File: src/rtl/mac_rx_frame_parser.sv
`default_nettype none
// ============================================================================
//  Module   : mac_rx_frame_parser
//  Purpose  : GMII-style byte receive front end. Strips preamble/SFD, tags
//             each forwarded byte with the frame state, checks FCS (CRC-32
//             residue) and frame length, and pulses oerror on a rejected frame.
//  Revision : 1.0 - initial release
//
//  Ports
//    iclk        in   1   clock
//    i_rst       in   1   reset, asynchronous, active-low
//    i_dv        in   1   rx data valid from PHY
//    i_er        in   1   rx error from PHY
//    i_rxd       in   8   rx byte from PHY
//    odv         out  1   byte valid to packet memory (SFD and frame bytes)
//    orx_d       out  8   byte to packet memory (i_rxd delayed one cycle)
//    oFSM_state  out  3   state entered for the byte on orx_d
//                         IDLE=0 PREAMBLE=1 DELIMETER=2 DATA=3 DROP=4
//    oerror      out  1   one-cycle frame-reject pulse
//
//  Optional feature macro: MAC_RX_STATS_EN
//    When defined, adds ogood_cnt[15:0] / obad_cnt[15:0] saturating
//    counters of cleanly ended frames and of oerror pulses.
// ============================================================================
module mac_rx_frame_parser #(
  parameter int unsigned pDATA_WIDTH        = 8,
  parameter int unsigned pMIN_PACKET_LENGHT = 64,
  parameter int unsigned pMAX_PACKET_LENGHT = 1536,
  parameter int unsigned pMIN_PREAMBLE      = 1
) (
  input  logic                   iclk,
  input  logic                   i_rst,
  input  logic                   i_dv,
  input  logic                   i_er,
  input  logic [pDATA_WIDTH-1:0] i_rxd,
  output logic                   odv,
  output logic [pDATA_WIDTH-1:0] orx_d,
  output logic [2:0]             oFSM_state,
  output logic                   oerror
`ifdef MAC_RX_STATS_EN
  ,
  output logic [15:0]            ogood_cnt,
  output logic [15:0]            obad_cnt
`endif
);

  localparam logic [2:0]  lpIDLE      = 3'd0;
  localparam logic [2:0]  lpPREAMBLE  = 3'd1;
  localparam logic [2:0]  lpDELIMETER = 3'd2;
  localparam logic [2:0]  lpDATA      = 3'd3;
  localparam logic [2:0]  lpDROP      = 3'd4;

  localparam logic [31:0] lpCRC_INIT    = 32'hFFFF_FFFF;
  localparam logic [31:0] lpCRC_POLY    = 32'hEDB8_8320;
  localparam logic [31:0] lpCRC_RESIDUE = 32'hDEBB_20E3;

  localparam logic [10:0] lpMIN_LEN = 11'(pMIN_PACKET_LENGHT);
  localparam logic [10:0] lpMAX_LEN = 11'(pMAX_PACKET_LENGHT);
  localparam logic [2:0]  lpMIN_PRE = 3'(pMIN_PREAMBLE);

  // Reflected CRC-32, one byte, LSB first.
  function automatic logic [31:0] f_crc_byte(input logic [31:0] crc, input logic [7:0] d);
    logic [31:0] c;
    c = crc;
    for (int i = 0; i < 8; i++) begin
      if (c[0] ^ d[i]) c = (c >> 1) ^ lpCRC_POLY;
      else             c = c >> 1;
    end
    return c;
  endfunction

  logic [2:0]             r_state;
  logic [2:0]             w_next;
  logic [2:0]             r_pre_cnt;
  logic [10:0]            r_len;
  logic [31:0]            r_crc;
  logic                   r_odv;
  logic [pDATA_WIDTH-1:0] r_rxd;
  logic                   r_err;

  logic                   w_odv_nxt;
  logic                   w_err_nxt;
  logic                   w_is_pre;
  logic                   w_is_sfd;
  logic                   w_pre_ok;
  logic                   w_len_full;
  logic                   w_frame_bad;

  assign w_is_pre    = (i_rxd == 8'h55);
  assign w_is_sfd    = (i_rxd == 8'hD5);
  assign w_pre_ok    = (r_pre_cnt >= lpMIN_PRE);
  // Frame already holds the maximum; one more byte would overflow.
  assign w_len_full  = (r_len >= lpMAX_LEN);
  assign w_frame_bad = (r_crc != lpCRC_RESIDUE) || (r_len < lpMIN_LEN);

  // --------------------------------------------------------------------------
  // State register
  // --------------------------------------------------------------------------
  always_ff @(posedge iclk or negedge i_rst) begin
    if (!i_rst) r_state <= lpIDLE;
    else        r_state <= w_next;
  end

  // --------------------------------------------------------------------------
  // Next-state logic. i_er only matters on a valid byte; a falling i_dv
  // always wins so the end-of-frame check is never skipped.
  // --------------------------------------------------------------------------
  always_comb begin
    w_next = r_state;
    case (r_state)
      lpIDLE: begin
        if (i_dv) w_next = (i_er || !w_is_pre) ? lpDROP : lpPREAMBLE;
      end
      lpPREAMBLE: begin
        if (!i_dv)                     w_next = lpIDLE;
        else if (i_er)                 w_next = lpDROP;
        else if (w_is_pre)             w_next = lpPREAMBLE;
        else if (w_is_sfd && w_pre_ok) w_next = lpDELIMETER;
        else                           w_next = lpDROP;
      end
      lpDELIMETER: begin
        if (!i_dv)     w_next = lpIDLE;
        else if (i_er) w_next = lpDROP;
        else           w_next = lpDATA;
      end
      lpDATA: begin
        if (!i_dv)                  w_next = lpIDLE;
        else if (i_er || w_len_full) w_next = lpDROP;
        else                        w_next = lpDATA;
      end
      lpDROP: begin
        if (!i_dv) w_next = lpIDLE;
      end
      default: w_next = lpIDLE;
    endcase
  end

  // --------------------------------------------------------------------------
  // Output logic (registered below). Only the SFD and frame bytes are valid;
  // errors are raised only when leaving DATA.
  // --------------------------------------------------------------------------
  always_comb begin
    w_odv_nxt = (w_next == lpDELIMETER) || (w_next == lpDATA);
    w_err_nxt = 1'b0;
    if (r_state == lpDATA) begin
      if (!i_dv) w_err_nxt = w_frame_bad;
      else       w_err_nxt = i_er || w_len_full;
    end
  end

  always_ff @(posedge iclk or negedge i_rst) begin
    if (!i_rst) begin
      r_odv <= 1'b0;
      r_rxd <= '0;
      r_err <= 1'b0;
    end else begin
      r_odv <= w_odv_nxt;
      r_rxd <= i_rxd;
      r_err <= w_err_nxt;
    end
  end

  // --------------------------------------------------------------------------
  // Preamble counter, length counter and running CRC
  // --------------------------------------------------------------------------
  always_ff @(posedge iclk or negedge i_rst) begin
    if (!i_rst) begin
      r_pre_cnt <= 3'd0;
      r_len     <= 11'd0;
      r_crc     <= lpCRC_INIT;
    end else begin
      // The 0x55 that moves IDLE->PREAMBLE is the first preamble byte.
      if (w_next == lpPREAMBLE) begin
        if (r_state == lpPREAMBLE)
          r_pre_cnt <= (r_pre_cnt == 3'd7) ? 3'd7 : r_pre_cnt + 3'd1;
        else
          r_pre_cnt <= 3'd1;
      end else begin
        r_pre_cnt <= 3'd0;
      end

      if (w_next == lpDATA) begin
        if (r_state == lpDELIMETER) begin
          r_len <= 11'd1;
          r_crc <= f_crc_byte(lpCRC_INIT, i_rxd[7:0]);
        end else begin
          r_len <= r_len + 11'd1;
          r_crc <= f_crc_byte(r_crc, i_rxd[7:0]);
        end
      end else begin
        r_len <= 11'd0;
        r_crc <= lpCRC_INIT;
      end
    end
  end

  assign odv        = r_odv;
  assign orx_d      = r_rxd;
  assign oFSM_state = r_state;
  assign oerror     = r_err;

`ifdef MAC_RX_STATS_EN
  logic [15:0] r_good_cnt;
  logic [15:0] r_bad_cnt;
  logic        w_good_end;

  assign w_good_end = (r_state == lpDATA) && !i_dv && !w_frame_bad;

  always_ff @(posedge iclk or negedge i_rst) begin
    if (!i_rst) begin
      r_good_cnt <= 16'd0;
      r_bad_cnt  <= 16'd0;
    end else begin
      if (w_good_end && (r_good_cnt != 16'hFFFF)) r_good_cnt <= r_good_cnt + 16'd1;
      if (w_err_nxt  && (r_bad_cnt  != 16'hFFFF)) r_bad_cnt  <= r_bad_cnt  + 16'd1;
    end
  end

  assign ogood_cnt = r_good_cnt;
  assign obad_cnt  = r_bad_cnt;
`endif

endmodule
`default_nettype wire

File: config.mk
export PLATFORM = sky130hd
export DESIGN_NAME = mac_rx_frame_parser
export DESIGN_NICKNAME = d
export VERILOG_FILES = /design/src/rtl/mac_rx_frame_parser.sv
export SDC_FILE = /design/constraint.sdc
export NUM_CORES = 1
export LEC_CHECK = 0
export BUFFER_PORTS_ARGS = -buffer_cell sky130_fd_sc_hd__buf_4
export CAP_MARGIN = 20
export CORE_ASPECT_RATIO = 1.2
export CORE_MARGIN = 4
export CORE_UTILIZATION = 46
export DETAILED_ROUTE_END_ITERATION = 12
export GPL_TIMING_DRIVEN = 0
export PLACE_DENSITY = 0.66
export RECOVER_POWER = 100
export SLEW_MARGIN = 10
export SYNTH_ARGS = -nofsm -noshare
export SYNTH_HDL_FRONTEND = slang
export SYNTH_SLANG_ARGS = --single-unit
File: constraint.sdc
create_clock -name iclk -period 2 [get_ports iclk]
set_clock_uncertainty 0.05 [all_clocks]
set_input_delay 0.3 -clock iclk [delete_from_list [all_inputs] [get_ports iclk]]
set_output_delay 0.3 -clock iclk [all_outputs]
set_load 0.03 [all_outputs]
==> results of run 1 <==
power by group through the flow:
| stage | registers [W] | clock network, W | logic, W |
|---|---|---|---|
| after global routing | 0.00121 | 0.00117 | 0.000669 |
| final | 0.00121 | 0.00109 | 0.000621 |
| after detailed placement | 0.00123 | 0 | 0.000575 |
| after global placement | 0.00123 | 0 | 0.000571 |
| after CTS | 0.00121 | 0.00111 | 0.000603 |
| after floorplan | 0.00125 | 0 | 0.000407 |
repair_timing:
| item | in CTS | in global routing |
|---|---|---|
| gates resized for setup | 14 | 16 |
| endpoints found under the setup margin | 42 | 34 |
| hold buffers | 1 | 1 |
| endpoints found under the hold margin | 27 | 1 |
| setup buffers | 5 | 1 |
| pin swaps | 2 | 2 |
worst paths after layout:
kind	start	endpoint	slack, ps
setup / recovery	oFSM_state[2]	r_crc[18]	-7
hold / removal	i_rxd[6]	orx_d[6]	20
setup reg to reg	oFSM_state[2]	r_crc[18]	-7
hold reg to reg	r_len[0]	r_len[0]	430
max in group asynchronous	i_rst	r_len[10]	860
min in group asynchronous	i_rst	orx_d[1]	510
cell families (layout without fill, tap and decap cells):
kind of cell	Yosys count	count (layout)	share of synthesized area (%)
XOR/XNOR	121	121	31.57
AND/OR/NAND/NOR	98	98	12.99
flip-flops	59	59	40.79
AO/OA/AOI/OAI	56	56	9.156
buffers and inverters	27	73	3.467
adder cells (fa/ha/maj)	6	6	2.019
sequential cells by signal, summed over array words and instances, names as in the netlist:
signal,count
r_len,11
r_crc,32
oerror,1
oFSM_state,3
odv,1
r_pre_cnt,3
orx_d,8
cell usage after synthesis:
master / number / area, µm²
clkbuf_8: 2 / 27.53
nand2_1: 19 / 71.32
and3_1: 7 / 43.79
a311o_1: 1 / 10.01
inv_1: 6 / 22.52
nor3b_1: 1 / 7.510
nand4_1: 6 / 37.54
buf_2: 6 / 30.03
nand4bb_1: 1 / 11.26
xnor2_2: 1 / 16.27
a21boi_0: 1 / 7.510
xnor3_1: 2 / 45.04
a2111oi_0: 1 / 8.760
clkbuf_1: 12 / 45.04
nand3_1: 15 / 75.07
a21oi_1: 13 / 65.06
o21ai_0: 19 / 95.09
xor2_1: 33 / 289.0
a22oi_1: 5 / 37.54
nand4b_1: 2 / 17.52
a31oi_1: 2 / 12.51
nor4_1: 4 / 25.02
o21a_1: 1 / 7.510
dfstp_2: 32 / 840.8
o211ai_1: 5 / 37.54
a21o_1: 2 / 15.01
nor3_1: 3 / 15.01
ha_1: 6 / 75.07
xnor2_4: 1 / 27.53
nor2_1: 30 / 112.6
a311oi_1: 1 / 8.760
buf_1: 1 / 3.750
nand2b_1: 3 / 18.77
xor2_4: 2 / 55.05
or3_1: 4 / 25.02
o31ai_1: 1 / 7.510
xnor2_1: 80 / 700.7
xor2_2: 1 / 16.27
xnor3_2: 1 / 23.77
o2111ai_1: 1 / 8.760
o21ai_1: 2 / 10.01
dfrtp_1: 27 / 675.7
o32ai_1: 1 / 8.760
or4_1: 3 / 22.52
stage by stage:
step / hold slack, ps / setup slack, ps
floorplan: -45.59 / 0.6166
global placement: 361.9 / -490.5
detailed placement: 363.5 / -549.5
CTS: 0.8156 / -16.96
global route: 11.31 / -122.0
finish: 19.23 / -7.259
critical path, stage by stage, from the launching register on:
cell	delay (ps)
dfrtp_1	450
nand2b_1	260
a311o_1	340
clkbuf_2	250
nor2_1	380
a22oi_1	170
per-layer routing:
layer | part of all wire (%) | vias up | GRT usage (%)
met5 | 0 | - | 0
met4 | 3.2 | 0 | 10.72
met3 | 5.3 | 31 | 4.034
met2 | 50 | 100 | 34.17
met1 | 41 | 1375 | 25.19
li1 | - | 1314 | -
area by class of cell:
| cell class | count | area, µm² | area share (%) |
|---|---|---|---|
| inverter | 6 | 22.52 | 0.5128 |
| buffer | 19 | 110.1 | 2.507 |
| tap | 92 | 115.1 | 2.621 |
| timing repair buffer | 32 | 241.5 | 5.499 |
| clock buffer | 11 | 141.4 | 3.219 |
| clock inverter | 5 | 52.55 | 1.197 |
| multi-input combinational | 281 | 2191 | 49.89 |
| sequential | 59 | 1518 | 34.56 |
==> summary.md, run 1 <==
| Metric | Value |
|---|---|
| Horiz. Die Dim | 90.06 µm |
| Hold depth | 1 |
| Part of the Yosys area used for sequential elements | around two fifths |
| Final min period | 2007 ps |
| Status | finished, violations left |
| ANT nets after route | 0 |
| I/O Buffers | 24 |
| CP arrival | ~2200 ps |
| Combinational share of power | a little over a fifth |
| Total global-route track usage | 20.52% |
| Commonest non-fill, non-tap cell in the layout | xnor2_1 |
| Kind of critical path | flip-flop to flip-flop |
| First-pass iteration count of the detailed router | 5 |
| Tot Pwr | about 0.003 W |
| Initial core utilization | 47.69% |
| Std-Cell Rows | 35 |
| CTS tree | built |
| RSZ-0062 raised after global routing | yes |
| Pint | ~0.0021 W |
| RD Place Congestion | approximately 0.89 |
| Critical Path Sink Type | flip-flop |
| Wire length per cell | between 15 and 20 µm |
| Vias | about 2800 |
| Leakage | around 1.7 nW |
| Drt via density | 5.584 |
| Failing checks | setup timing |
| Post-Syn Area per Cell | just over 10 µm² |
| First-pass GRT wire length | 15070 µm |
| Crit Path Max Fanout | 10 |
| Switch Pwr | ~0.00083 W |
| Power share of the sequential group | between 40% and 50% |
| Initial DRC Count | 185 |
| Sink Count | 59 |
| Final Net Count | roughly 430 |
| Post-layout util | roughly 56% |
| Slew Viols, Final | 0 |
| Clock share of power | 37.2% |
| Antenna cell count | 0 |
| Finished Layout Cells | a little over 500 |
| Synthesized instance count | about 370 |
| HPWL after detailed placement | between 6000 and 7000 µm |
| P per Cell Area | 664.1 nW/µm² |
| Commonest non-fill, non-tap cells in the layout | xnor2_1 (71), dfstp_2 (32), xor2_1 (30), nor2_1 (29), buf_4 (29) |
| Setup TNS | -7.259 ps |
| Clock tree buffer depth | 2 |
| Core Region | a little under 8000 µm² |
| Layout cells sized above 1 | between 20% and 30% |
| Worst path required time | approximately 2200 ps |
| Worst Tran Pin Value | ~740 ps |
| Vias in the first global route | ~2900 |
| Net Count, Synth | 385 |
| Clk pin slew, worst setup/hold paths | around 60 ps |
| Dpl cell area | 4013 µm² |
| # DRC | 0 |
| Slew HR | between 50% and 60% |
| R2R depth | 5 |
| Root Driver | clkbuf_8 |
| Worst-Skew Late Latency | 350 ps |
| Num CTS Buffers | 9 |
| P&R area growth vs syn | 18.14% |
| FMAX | between 0.4 and 0.5 GHz |
| Grt ovf | 0 |
| Final setup vio count | 1 |
| Final Hold Fails | 0 |
| Die area | roughly 9600 µm² |
| DRT Wirelength | approximately 9400 µm |
| Sw frac | between 20% and 30% |
| Post-Syn Area | roughly 3700 µm² |
| # placed instances | roughly 480 |
| Yosys cell types | 44 |
| Max-Cap Viols | 0 |
| Largest net degree at the start of global routing | 60 |
| Initial antenna violation count | 0 |
| Worst hold path class | primary input to flip-flop |
| Final worst slack | -7.259 ps |
| Syn. warnings | 0 |
| H-tree depth | 3 |
| I/O pin count | 25 |
| #FFs+latches synth | 59 |
| Max VDD drop | about 400 µV |
| Final clock period utilization by the worst path | 100.4% |
| Die height | roughly 110 µm |
| Fillcell total | between 700 and 800 |
| Startpoint Class | flip-flop |
| Fin area | 4392 µm² |
Note: power is estimated with default switching activity, not from simulation.
==> inputs of run 2 (changes only) <==
ABC_AREA = 1   (was not set)
CTS_CLUSTER_SIZE = 30   (was not set)
PLACE_DENSITY = 0.65   (was 0.66)
==> summary.md, run 2 <==
| Metric | Value |
|---|---|
| Status | finished, violations left |
| Failing checks | capacitance limit, slew limit |
| Final min period | 1844 ps (-163.4 ps) |
| I/O Buffers | 24 (unchanged) |
| #FFs+latches synth | 59 (unchanged) |
| HPWL after detailed placement | 10220 µm (+52%) |
| Clk pin slew, worst setup/hold paths | 60 ps (about the same) |
| Grt ovf | 0 (unchanged) |
| Setup TNS | 0 ps (+7.259 ps) |
| Fin area | 5005 µm² (+14%) |
| RD Place Congestion | 0.9404 (+5.1%) |
| I/O pin count | 25 (unchanged) |
| Core Region | 9467 µm² (+21%) |
| Setup Buffers After CTS | 0 (-5) |
| H-tree depth | 3 (unchanged) |
| Finished Layout Cells | 816 (+62%) |
| Final Net Count | 706 (+66%) |
| CTS tree | built |
| Die height | 115.8 µm (+8.8%) |
| Worst-Skew Late Latency | 340 ps (about the same) |
| Crit Path Max Fanout | 9 (-1) |
| Post-Syn Area | 4454 µm² (+20%) |
| Vias in the first global route | 4162 (+44%) |
| Ys flop type | dfstp_2 |
| Count leader, synth | nand2_1 |
| Area contributors post-synth | nand2_1 (21%), dfstp_2 (19%), dfrtp_1 (15%) |
| Final clock period utilization by the worst path | 92.20% (-8.2 points) |
| CP arrival | 2070 ps (-140 ps) |
| Layout cells sized above 1 | 14.72% (-13 points) |
| # DRC | 0 (unchanged) |
| Yosys cell types | 35 (-20%) |
| Post-CTS Hold Fix Bufs | 0 (-1) |
| Worst hold path class | primary input to flip-flop |
| Vias | 4421 (+57%) |
| Post-synth EDFFs | 0 (unchanged) |
| Most flop-heavy register | r_crc |
| Syn. warnings | 0 (unchanged) |
| Std-Cell Rows | 39 (+11%) |
| Synthesized instance count | 653 (+78%) |
| Die area | 11330 µm² (+18%) |
| Commonest non-fill, non-tap cells in the layout | nand2_1 (255), nand3_1 (83), inv_1 (44), nor2_1 (38), xor2_1 (34) |
| Kind of critical path | flip-flop to flip-flop |
| Leakage | 2.555 nW (+47%) |
| Total global-route track usage | 24.85% (+4.3 points) |
| Yosys top cell area share | 21.40% (-1.2 points) |
| P per Cell Area | 679.7 nW/µm² (+2.3%) |
| Multi-input gate area | 2584 µm² (+18%) |
| Clock tree buffer depth | 2 (unchanged) |
| Max-Cap Viols | 1 (+1) |
| Final setup vio count | 0 (-1) |
| Initial core utilization | 47.05% (-0.64 points) |
| Slew HR | -2.139% (-53 points) |
| Critical Path Sink Type | flip-flop |
| Commonest non-fill, non-tap cell in the layout | nand2_1 |
| RSZ-0062 raised after global routing | no |
| Hold depth | 1 (unchanged) |
| Initial DRC Count | 392 (+110%) |
| Antenna cell count | 0 (unchanged) |
| Max VDD drop | 619.4 µV (+55%) |
| First-pass GRT wire length | 21570 µm (+43%) |
| Worst path required time | 2230 ps (+30 ps) |
| Dpl cell area | 4788 µm² (+19%) |
| Horiz. Die Dim | 97.83 µm (+8.6%) |
| Largest net degree at the start of global routing | 60 (unchanged) |
| Max FFs per register | 32 (unchanged) |
| P&R area growth vs syn | 12.36% |
| Register area | 1516 µm² (about the same) |
| Initial antenna violation count | 0 (unchanged) |
| Worst Tran Pin Value | 1532 ps (+793.9 ps) |
| Drt via density | 5.418 (-3.0%) |
| Final worst slack | 156.1 ps (+163.4 ps) |
| Top cells by count, synth | nand2_1 (254), nand3_1 (83), inv_1 (43), nor2_1 (38), xor2_1 (34) |
| Part of the Yosys area used for sequential elements | 34.04% (-6.7 points) |
| Startpoint Class | flip-flop |
| Pre-CTS setup slack | 27.57 ps (+577.1 ps) |
| Num CTS Buffers | 9 (unchanged) |
| DRT Wirelength | 13610 µm (+44%) |
| # placed instances | 800 (+66%) |
| Post-Syn Area per Cell | 6.821 µm² (-33%) |
| Root Driver | clkbuf_16 |
| R2R depth | 9 (+4) |
| Post-CTS Resized | 0 (-14) |
| Slew Viols, Final | 60 (+60) |
| Final Hold Fails | 0 (unchanged) |
| ANT nets after route | 0 (unchanged) |
| Sink Count | 59 (unchanged) |
| Wire length per cell | 16.67 µm (-11%) |
| First-pass iteration count of the detailed router | 6 (+1) |
| Fillcell total | 963 (+34%) |
| Dominant cell type by area after synthesis | nand2_1 |
| FMAX | 0.5423 GHz (+8.9%) |
| Synth async-reset ratio | 100.0% (unchanged) |
| Net Count, Synth | 671 (+74%) |
[run 2: cells by family after synthesis]
family | synth area share [%]
buffers and inverters | 7.893
adder cells (fa/ha/maj) | 1.685
AO/OA/AOI/OAI | 5.113
flip-flops | 34.05
AND/OR/NAND/NOR | 42.22
XOR/XNOR | 9.045
[run 2: stage by stage]
stage / total power [W] / hold WS [ps] / utilization [%]
finish: 0.003402 / 51.89 / 52.87
global route: 0.003537 / 54.11 / 52.87
CTS: 0.003426 / 6.960 / 53.79
detailed placement: 0.001848 / 364.7 / 50.58
global placement: 0.001839 / 359.0 / 50.58
floorplan: 0.001661 / -45.59 / -
[run 2: per-layer routing]
metal / global-route usage (%) / up-vias / wire length, µm
met4: 13.20 / 0 / 516
met3: 3.311 / 39 / 875
met1: 29.72 / 2047 / 5380
met5: 0 / - / 0
li1: - / 2161 / -
met2: 43.60 / 174 / 6833
[run 2: final timing paths]
| check | startpoint | slack [ps] | endpoint |
|---|---|---|---|
| worst max-delay path | r_crc[0] | 160 | r_crc[17] |
| worst min-delay path | i_rxd[1] | 50 | orx_d[1] |
| worst max register to register | r_crc[0] | 160 | r_crc[17] |
| worst min register to register | r_len[0] | 450 | r_len[0] |
| max in group asynchronous | i_rst | 700 | oFSM_state[0] |
| min in group asynchronous | i_rst | 280 | r_len[3] |
[run 2: report_power, final]
part	leakage, nW	switching, W	internal [W]
combinational	1.73	0.000424	0.000187
sequential	0.691	0.00000311	0.00121
clock	0.137	0.000586	0.000994
[run 2: area by class of cell]
type                            count  area share, %
Multi-Input combinational cell    522          51.63
Sequential cell                    59          30.30
Clock buffer                       10          4.775
Inverter                           54          4.200
Tap cell                          123          3.075
Buffer                             18          2.750
Timing Repair Buffer               24          1.975
Clock inverter                      6          1.300
[run 2: worst max-delay path, stage by stage, from the launching register on]
cell,delay (ps)
dfstp_2,590
inv_1,90
nand2_1,80
nand2_2,170
nand2_1,100
nand2_1,220
xor2_1,220
nand2_1,90
nand3_1,70
nand2_1,90
==> inputs of run 3 (changes only) <==
CORE_MARGIN = 2   (was 4)
==> summary.md, run 3 (synthesis results as in run 2) <==
| Metric | Value |
|---|---|
| Dpl cell area | 4788 µm² (unchanged) |
| Sink Count | 59 (unchanged) |
| Worst Tran Pin Value | 1434 ps (-98.10 ps) |
| CTS tree | built |
| Top delay family on crit path | simple AND/OR/NAND/NOR gates |
| # DRC | 0 (unchanged) |
| First-pass GRT wire length | 21670 µm (+0.45%) |
| Buf/Inv on CP | 1 (unchanged) |
| Fin area | 4990 µm² (-0.30%) |
| Die area | 10490 µm² (-7.4%) |
| HPWL after detailed placement | 10200 µm (-0.14%) |
| Worst-Skew Late Latency | 330 ps (about the same) |
| Final Net Count | 706 (unchanged) |
| Post-CTS Resized | 0 (unchanged) |
| Worst path required time | 2190 ps (-40 ps) |
| CP arrival | 2020 ps (-50 ps) |
| Total global-route track usage | 27.07% (+2.2 points) |
| Initial core utilization | 47.05% (unchanged) |
| Slew HR | 4.401% (+6.5 points) |
| Initial antenna violation count | 0 (unchanged) |
| Wire length per cell | 16.51 µm (-0.96%) |
| Worst hold path class | primary input to flip-flop |
| Final setup vio count | 0 (unchanged) |
| Final Hold Fails | 0 (unchanged) |
| Leakage | 2.571 nW (+0.64%) |
| I/O Buffers | 24 (unchanged) |
| First-pass iteration count of the detailed router | 7 (+1) |
| Commonest non-fill, non-tap cells in the layout | nand2_1 (255), nand3_1 (83), inv_1 (44), nor2_1 (38), xor2_1 (34) |
| Vias | 4440 (+0.43%) |
| Core Region | 9467 µm² (unchanged) |
| Critical-path cell list | nand2_1, inv_1, nor2_1, nand2_1, nand2_1, nand2_2, nand2_2, nand2_2, nand2_1, nand2_1, nand3_1 |
| Drt via density | 5.441 (+0.43%) |
| Root Driver | clkbuf_16 |
| Crit Path Max Fanout | 8 (-1) |
| Max-Cap Viols | 0 (-1) |
| Startpoint Class | flip-flop |
| Slew Viols, Final | 0 (-100%) |
| Max FFs per register | 32 (unchanged) |
| Max VDD drop | 590.0 µV (-4.7%) |
| Vias in the first global route | 4207 (+1.1%) |
| Std-Cell Rows | 39 (unchanged) |
| Horiz. Die Dim | 93.83 µm (-4.1%) |
| Commonest non-fill, non-tap cell in the layout | nand2_1 |
| I/O pin count | 25 (unchanged) |
| Layout cells sized above 1 | 14.86% (+0.14 points) |
| Clk pin slew, worst setup/hold paths | 50 ps (about the same) |
| Kind of critical path | flip-flop to flip-flop |
| Initial DRC Count | 296 (-24%) |
| FMAX | 0.5469 GHz (+0.84%) |
| Setup Buffers After CTS | 0 (unchanged) |
| Register-to-Register Setup Slack | 170 ps (+20 ps) |
| Num CTS Buffers | 9 (unchanged) |
| DRT Wirelength | 13470 µm (-0.96%) |
| H-tree depth | 3 (unchanged) |
| P&R area growth vs syn | 12.02% |
| Setup TNS | 0 ps (unchanged) |
| ANT nets after route | 0 (unchanged) |
| Clock tree buffer depth | 2 (unchanged) |
| Status | complete, no violations |
| Antenna cell count | 0 (unchanged) |
| Critical Path Sink Type | flip-flop |
| Final clock period utilization by the worst path | 91.43% (-0.76 points) |
| Worst stage delay on the critical path | 550 ps (-40 ps) |
| RSZ-0062 raised after global routing | no |
| Most flop-heavy register | r_crc |
| Final min period | 1829 ps (-15.27 ps) |
| Die height | 111.8 µm (-3.5%) |
| Post-CTS Hold Fix Bufs | 0 (unchanged) |
| Grt ovf | 0 (unchanged) |
| Largest net degree at the start of global routing | 60 (unchanged) |
| RD Place Congestion | 0.9303 (-1.1%) |
| Most frequent CP cell | nand2_1 |
| P per Cell Area | 672.8 nW/µm² (-1.0%) |
| Slowest cell on crit path | dfstp_2 |
[run 3: cell count changes in the layout (fill, tap and decap cells not counted), sizes merged]
cell / before / now
buf: 16 / 15
clkinv: 2 / 6
clkbuf: 36 / 37
clkinvlp: 4 / 0
[run 3: layer usage]
layer / up-vias / global-route usage (%) / share of wire (%)
met3: 31 / 3.383 / 5.5
met4: 0 / 11.88 / 3.0
met2: 186 / 47.86 / 51
li1: 2157 / - / -
met5: - / 0 / 0
met1: 2066 / 32.51 / 40
[run 3: worst paths after layout]
| path | cells past startpoint | end | startpoint |
|---|---|---|---|
| setup / recovery | 11 | r_crc[29] | r_crc[1] |
| hold / removal | 1 | orx_d[5] | i_rxd[5] |
| setup reg to reg | 11 | r_crc[29] | r_crc[1] |
| hold reg to reg | 1 | r_len[0] | r_len[0] |
| max in group asynchronous | 1 | orx_d[7] | i_rst |
| min in group asynchronous | 1 | r_len[6] | i_rst |
[run 3: layout make-up]
class,instances,area [µm²]
plain buffers,18,137.6
multi-input cells,522,2579
repair buffers,24,98.84
clock inverters,6,55.05
inverters,54,210.2
fillers,981,4477
well taps,123,153.9
flip-flops and latches,59,1516
clock buffers,10,239.0
[run 3: where the power goes]
group / switching [W] / internal [W] / leakage, nW / total [W]
Clock: 0.000552 / 0.000985 / 0.152 / 0.00154
Sequential: 0.00000304 / 0.00121 / 0.692 / 0.00121
Combinational: 0.000422 / 0.000187 / 1.73 / 0.000609
[run 3: metrics by stage]
stage,worst slack [ps],util [%],instances,hold slack [ps],power (W)
floorplan,350.2,-,653,-45.59,0.001661
global placement,24.34,50.58,800,352.5,0.001834
finish,171.4,52.71,816,57.69,0.003357
global route,35.30,52.71,816,60.22,0.003482
CTS,204.0,53.69,816,15.05,0.003384
detailed placement,21.50,50.58,800,362.6,0.001846
